**src/rtl/ball_engine.sv**
```systemverilog
// Pong ball motion engine: owns ball position/velocity, advances once per frame tick,
// reflects off walls and paddles, and pulses the scorer when a paddle misses.
module ball_engine #(
  parameter logic [9:0] SCREENWIDTH  = 10'd640,
  parameter logic [9:0] SCREENHEIGHT = 10'd480,
  parameter logic [9:0] PADDLESIZE   = 10'd64,
  parameter logic [9:0] BALLSIZE     = 10'd8,
  parameter logic [9:0] PADDLE_L_X   = 10'd16,
  parameter logic [9:0] PADDLE_R_X   = 10'd624,
  parameter logic [2:0] SPEED        = 3'd2,
  parameter logic [5:0] MISSDELAY    = 6'd60
) (
  input  logic       clk,
  input  logic       reset,
  input  logic       advance,
  input  logic       serve,
  input  logic       serve_dir,
  input  logic [9:0] paddle_l_y,
  input  logic [9:0] paddle_r_y,
  output logic [9:0] ball_x,
  output logic [9:0] ball_y,
  output logic       ball_active,
  output logic       score_l,
  output logic       score_r
);

  localparam logic [1:0] ST_IDLE = 2'd0;
  localparam logic [1:0] ST_MOVE = 2'd1;
  localparam logic [1:0] ST_MISS = 2'd2;

  localparam logic signed [10:0] C_HB    = $signed({2'b00, BALLSIZE[9:1]});
  localparam logic signed [10:0] C_CX    = $signed({2'b00, SCREENWIDTH[9:1]});
  localparam logic signed [10:0] C_CY    = $signed({2'b00, SCREENHEIGHT[9:1]});
  localparam logic signed [10:0] C_XMAX  = $signed({1'b0, SCREENWIDTH}) - 11'sd1 - C_HB;
  localparam logic signed [10:0] C_YMAX  = $signed({1'b0, SCREENHEIGHT}) - 11'sd1 - C_HB;
  localparam logic signed [10:0] C_LB    = $signed({1'b0, PADDLE_L_X}) + C_HB;
  localparam logic signed [10:0] C_RB    = $signed({1'b0, PADDLE_R_X}) - C_HB;
  localparam logic signed [10:0] C_REACH = $signed({2'b00, PADDLESIZE[9:1]}) + C_HB;
  localparam logic signed [10:0] C_QTR   = $signed({3'b000, PADDLESIZE[9:2]});
  localparam logic signed [10:0] C_SPEED = $signed({8'd0, SPEED});

  logic [1:0]        r_state;
  logic [9:0]        r_x;
  logic [9:0]        r_y;
  logic              r_dir;
  logic signed [2:0] r_dy;
  logic [5:0]        r_cnt;
  logic              r_active;
  logic              r_score_l;
  logic              r_score_r;

  logic signed [10:0] w_nx;
  logic signed [10:0] w_ny;
  logic signed [10:0] w_off;
  logic signed [10:0] w_abs;
  logic signed [2:0]  w_hit_dy;
  logic               w_cross;
  logic               w_hit;
  logic               w_miss;
  logic [1:0]         w_state_n;
  logic [9:0]         w_x_n;
  logic [9:0]         w_y_n;
  logic               w_dir_n;
  logic signed [2:0]  w_dy_n;
  logic [5:0]         w_cnt_n;
  logic               w_score_l_n;
  logic               w_score_r_n;

  // Candidate next position and the paddle/miss decisions for the current frame.
  always_comb begin
    if (r_dir) begin
      w_nx = $signed({1'b0, r_x}) - C_SPEED;
    end else begin
      w_nx = $signed({1'b0, r_x}) + C_SPEED;
    end
    w_ny = $signed({1'b0, r_y}) + $signed({{8{r_dy[2]}}, r_dy});
    if (r_dir) begin
      w_off   = w_ny - $signed({1'b0, paddle_l_y});
      w_cross = ($signed({1'b0, r_x}) > C_LB) && (w_nx <= C_LB);
    end else begin
      w_off   = w_ny - $signed({1'b0, paddle_r_y});
      w_cross = ($signed({1'b0, r_x}) < C_RB) && (w_nx >= C_RB);
    end
    w_abs = w_off[10] ? -w_off : w_off;
    if (w_abs > C_QTR) begin
      w_hit_dy = w_off[10] ? -3'sd2 : 3'sd2;
    end else begin
      w_hit_dy = w_off[10] ? -3'sd1 : 3'sd1;
    end
    w_hit  = w_cross && (w_abs <= C_REACH);
    w_miss = !w_hit && (r_dir ? (w_nx <= C_HB) : (w_nx >= C_XMAX));
  end

  // Frame state machine: serve, motion with bounces, miss freeze.
  always_comb begin
    w_state_n   = r_state;
    w_x_n       = r_x;
    w_y_n       = r_y;
    w_dir_n     = r_dir;
    w_dy_n      = r_dy;
    w_cnt_n     = r_cnt;
    w_score_l_n = 1'b0;
    w_score_r_n = 1'b0;
    case (r_state)
      ST_IDLE: begin
        if (serve) begin
          w_state_n = ST_MOVE;
          w_x_n     = C_CX[9:0];
          w_y_n     = C_CY[9:0];
          w_dir_n   = serve_dir;
          w_dy_n    = 3'sd1;
        end else begin
          w_state_n = ST_IDLE;
        end
      end
      ST_MOVE: begin
        if (advance) begin
          if (w_ny < C_HB) begin
            w_y_n  = C_HB[9:0];
            w_dy_n = -r_dy;
          end else if (w_ny > C_YMAX) begin
            w_y_n  = C_YMAX[9:0];
            w_dy_n = -r_dy;
          end else begin
            w_y_n = w_ny[9:0];
          end
          // Paddle dy rule deliberately overrides any wall reflection above.
          if (w_hit) begin
            w_x_n   = r_dir ? C_LB[9:0] : C_RB[9:0];
            w_dir_n = ~r_dir;
            w_dy_n  = w_hit_dy;
          end else if (w_miss) begin
            w_x_n       = r_dir ? C_HB[9:0] : C_XMAX[9:0];
            w_state_n   = ST_MISS;
            w_cnt_n     = MISSDELAY;
            w_score_l_n = ~r_dir;
            w_score_r_n = r_dir;
          end else begin
            w_x_n = w_nx[9:0];
          end
        end else begin
          w_state_n = ST_MOVE;
        end
      end
      ST_MISS: begin
        if (advance) begin
          if (r_cnt <= 6'd1) begin
            w_state_n = ST_IDLE;
            w_cnt_n   = 6'd0;
            w_x_n     = C_CX[9:0];
            w_y_n     = C_CY[9:0];
          end else begin
            w_cnt_n = r_cnt - 6'd1;
          end
        end else begin
          w_state_n = ST_MISS;
        end
      end
      default: begin
        w_state_n = ST_IDLE;
      end
    endcase
  end

  // State and output registers.
  always_ff @(posedge clk or posedge reset) begin
    if (reset) begin
      r_state   <= ST_IDLE;
      r_x       <= C_CX[9:0];
      r_y       <= C_CY[9:0];
      r_dir     <= 1'b0;
      r_dy      <= 3'sd1;
      r_cnt     <= 6'd0;
      r_active  <= 1'b0;
      r_score_l <= 1'b0;
      r_score_r <= 1'b0;
    end else begin
      r_state   <= w_state_n;
      r_x       <= w_x_n;
      r_y       <= w_y_n;
      r_dir     <= w_dir_n;
      r_dy      <= w_dy_n;
      r_cnt     <= w_cnt_n;
      r_active  <= (w_state_n == ST_MOVE);
      r_score_l <= w_score_l_n;
      r_score_r <= w_score_r_n;
    end
  end

  assign ball_x      = r_x;
  assign ball_y      = r_y;
  assign ball_active = r_active;
  assign score_l     = r_score_l;
  assign score_r     = r_score_r;

endmodule

```
**config.mk**
```make
export PLATFORM = sky130hd
export DESIGN_NAME = ball_engine
export DESIGN_NICKNAME = d
export VERILOG_FILES = /design/src/rtl/ball_engine.sv
export SDC_FILE = /design/constraint.sdc
export NUM_CORES = 1
export LEC_CHECK = 0
export BUFFER_PORTS_ARGS = -buffer_cell sky130_fd_sc_hd__clkbuf_2
export CAP_MARGIN = 25
export CORE_UTILIZATION = 40
export CTS_BUF_LIST = sky130_fd_sc_hd__clkbuf_16
export CTS_CLUSTER_DIAMETER = 80
export DETAILED_ROUTE_END_ITERATION = 10
export PLACE_DENSITY = 0.62
export SETUP_SLACK_MARGIN = 0.02
export SKIP_CTS_REPAIR_TIMING = 1
export SYNTH_ARGS = -nofsm -noshare
export SYNTH_HDL_FRONTEND = slang
export SYNTH_SLANG_ARGS = --single-unit
```
**constraint.sdc**
```tcl
create_clock -name clk -period 4.9 [get_ports clk]
set_clock_uncertainty 0.05 [all_clocks]
set_input_delay 0.49 -clock clk [delete_from_list [all_inputs] [get_ports clk]]
set_output_delay 0.49 -clock clk [all_outputs]
set_load 0.02 [all_outputs]
```
==> qor.csv <==
stage;metric;value;unit
run_status;outcome;complete, no violations;
yosys;mappedNetlistArea;0.00423;mm²
timing;rsz0062_at_grt;true;
job;maxCapViolCount;0;
global_routing;antenna_found_initial;0;
clock_network;clk_path_buf_depth;2;
critical_path;cp_max_fo;6;
critical_path;crit_path_start_kind;flop;
detailed_routing;first_pass_iters;4;
clock_network;cts_buffers;5;
place;place_area;0.00477;mm²
floorplan;dieArea;0.0110;mm²
floorplan;num_rows;37;
floorplan;ios;48;
critical_path;rr_worst_depth;20;
yosys;synthFlopType;dfrtp_1;
timing;hold_viol_final;0;
clock_network;cts_tree;built;
yosys;syn_nets;594;
yosys;synth_edf_count;0;
timing;maxSlewViolCount;0;
detailed_routing;wl;11800;µm
place;post-place-cells;723;
yosys;synthCells;532;
floorplan;die_h;105;µm
yosys;ys.warnings.count;0;
clock_network;htreeDepth;2;
global_routing;grt_overflow;0;
cells_and_area;final_cells;745;
global_routing;grt_max_degree;36;
global_routing;first_global_vias;3946;
critical_path;end_kind;flop;
detailed_routing;ant_nets;0;
critical_path;crit_required;5030;ps
timing;period_share;0.972;
place;routabilityCongestion;0.902;
cells_and_area;fin_nets;670;
yosys;ys_seq_area_frac;0.209;
critical_path;critPathArrivalTime;4900;ps
detailed_routing;drt_iter0_markers;173;
floorplan;dieWidth;105;µm
timing;period_needed;4760;ps
global_routing;grt_pass1_wl;18600;µm
floorplan;coreArea;0.0103;mm²
cells_and_area;fin_area;0.00533;mm²
yosys;synth-seq-cells;35;
timing;fmax;210;MHz
timing;hold_slack;238;ps
place;io_buffers;47;
yosys;yosys.cell_types.count;81;
yosys;avgSynthCellArea;7.95;µm²
place;dp_hpwl;9150;µm
cells_and_area;area_growth;25.9;%
timing;finalSetupViolCount;0;
yosys;async_reset_ff_frac;1.00;
cells_and_area;n_antenna_cell;0;
timing;worst_pin_slew;964;ps
detailed_routing;drc;0;
clock_network;clk_latency;280;ps
global_routing;grtUsageTotal;0.206;
floorplan;start_util;0.412;
clock_network;clk_pin_slew;50;ps
timing;maxSlewHeadroom;0.355;
critical_path;critical_path_class;reg2reg;
detailed_routing;vias;4350;
hold_path;hp-class;in2async;
detailed_routing;routed_via_density;5.84;
detailed_routing;wl_per_cell;15.8;µm
clock_network;clock_sinks;35;
clock_network;clockRootBuffer;clkbuf_16;
cells_and_area;drive_gt1_frac;0.269;
==> synthesized netlist by cell type, types with 4 or more instances <==
library cell   n  share of area
nand2_1       45          0.040
nor2_1        43          0.038
o21ai_0       37          0.044
a21oi_1       36          0.043
ha_1          34           0.10
dfrtp_1       28           0.17
inv_1         27          0.024
nor3_1        19          0.022
nand2b_1      14          0.021
a21o_1        12          0.021
mux2i_1       12          0.028
clkbuf_1      11         0.0098
xnor2_1       11          0.023
a211oi_1      10          0.018
nand3_1       10          0.012
nor2b_1        9          0.013
o31ai_1        9          0.016
o21a_1         8          0.014
dfstp_2        7          0.043
nor4_1         7          0.010
or3_1          7          0.010
or4_1          7          0.012
a31oi_1        6         0.0089
buf_2          6         0.0071
o211ai_1       6          0.011
or2_2          6         0.0089
nand4_1        5         0.0074
xor2_1         5          0.010
and3_1         4         0.0059
o2111ai_1      4         0.0083
o21ai_1        4         0.0047
o21bai_1       4         0.0071
==> final timing paths <==
kind / start / end / slack, ps
hold reg to reg: ball_y[9]$_DFFE_PP0P_ / ball_y[9]$_DFFE_PP0P_ / 480
max in group asynchronous: reset / ball_x[6]$_DFFE_PP1P_ / 4220
setup / recovery: r_dy[0]$_DFFE_PP1P_ / r_cnt[1]$_DFFE_PP0P_ / 140
setup reg to reg: r_dy[0]$_DFFE_PP1P_ / r_cnt[1]$_DFFE_PP0P_ / 140
hold / removal: reset / r_cnt[0]$_DFFE_PP0P_ / 240
min in group clk: ball_y[9]$_DFFE_PP0P_ / ball_y[9]$_DFFE_PP0P_ / 480
==> metal layers <==
layer	part of all wire	global-route usage	wire length, µm
met1	0.46	0.268	5440
met2	0.48	0.360	5670
met3	0.033	0.0243	390
met4	0.021	0.0543	252
met5	0	0	0
==> metrics by stage <==
| stage | worst slack (ps) | setup TNS, ps | utilization |
|---|---|---|---|
| finish | 136 | 0 | 0.519 |
| global route | -106 | -527 | 0.519 |
| CTS | -124 | -940 | 0.480 |
| detailed placement | -64.5 | -306 | 0.464 |
| global placement | 55.6 | 0 | 0.464 |
| floorplan | 101 | 0 | - |
==> flip-flops by register name (all words and copies together), names as in the netlist <==
name / flops
score_l: 1
r_state: 2
r_cnt: 6
r_dir: 1
score_r: 1
r_dy: 3
ball_x: 10
ball_active: 1
ball_y: 10
==> kinds of logic after synthesis <==
family | Yosys count | share of synthesized area
flip-flops | 35 | 0.209
AO/OA/AOI/OAI | 187 | 0.319
XOR/XNOR | 16 | 0.0331
adder cells (fa/ha/maj) | 37 | 0.115
multiplexers | 15 | 0.0364
AND/OR/NAND/NOR | 195 | 0.240
buffers and inverters | 47 | 0.0479
==> critical path, cell delays in order (launching register included) <==
cell	delay [ps]
dfstp_2	560
ha_4	140
inv_2	40
fa_2	390
nand2b_4	180
a211oi_4	270
nor2_2	80
xnor2_2	150
ha_2	180
or4_4	540
o21ai_4	190
xor2_2	220
buf_4	150
and3_4	190
nand2_4	50
a211o_1	330
a2111oi_4	380
buf_6	180
buf_6	130
nor3_4	40
o31ai_1	240
==> cell usage in the layout, fill, tap and decap left out, types with 12 or more instances in the layout <==
cell type,synthesis,final
buf_4,1,37
mux2i_1,12,12
nor3_1,19,18
inv_1,27,26
nand2_1,45,44
clkbuf_2,0,47
a21o_1,12,12
ha_1,34,26
o21ai_0,37,33
nand2b_1,14,13
dfrtp_1,28,28
nor2_1,43,42
a21oi_1,36,31
==> area by class of cell <==
cell class | instances | area (µm²)
Fill cell | 1000 | 4950
Multi-Input combinational cell | 450 | 3430
Sequential cell | 35 | 885
Timing Repair Buffer | 89 | 578
Tap cell | 136 | 170
Clock buffer | 5 | 125
Inverter | 27 | 101
Clock inverter | 3 | 38.8
Power is not shown: default switching activity piles up to over one toggle a cycle in this logic, so the estimate is an artifact.
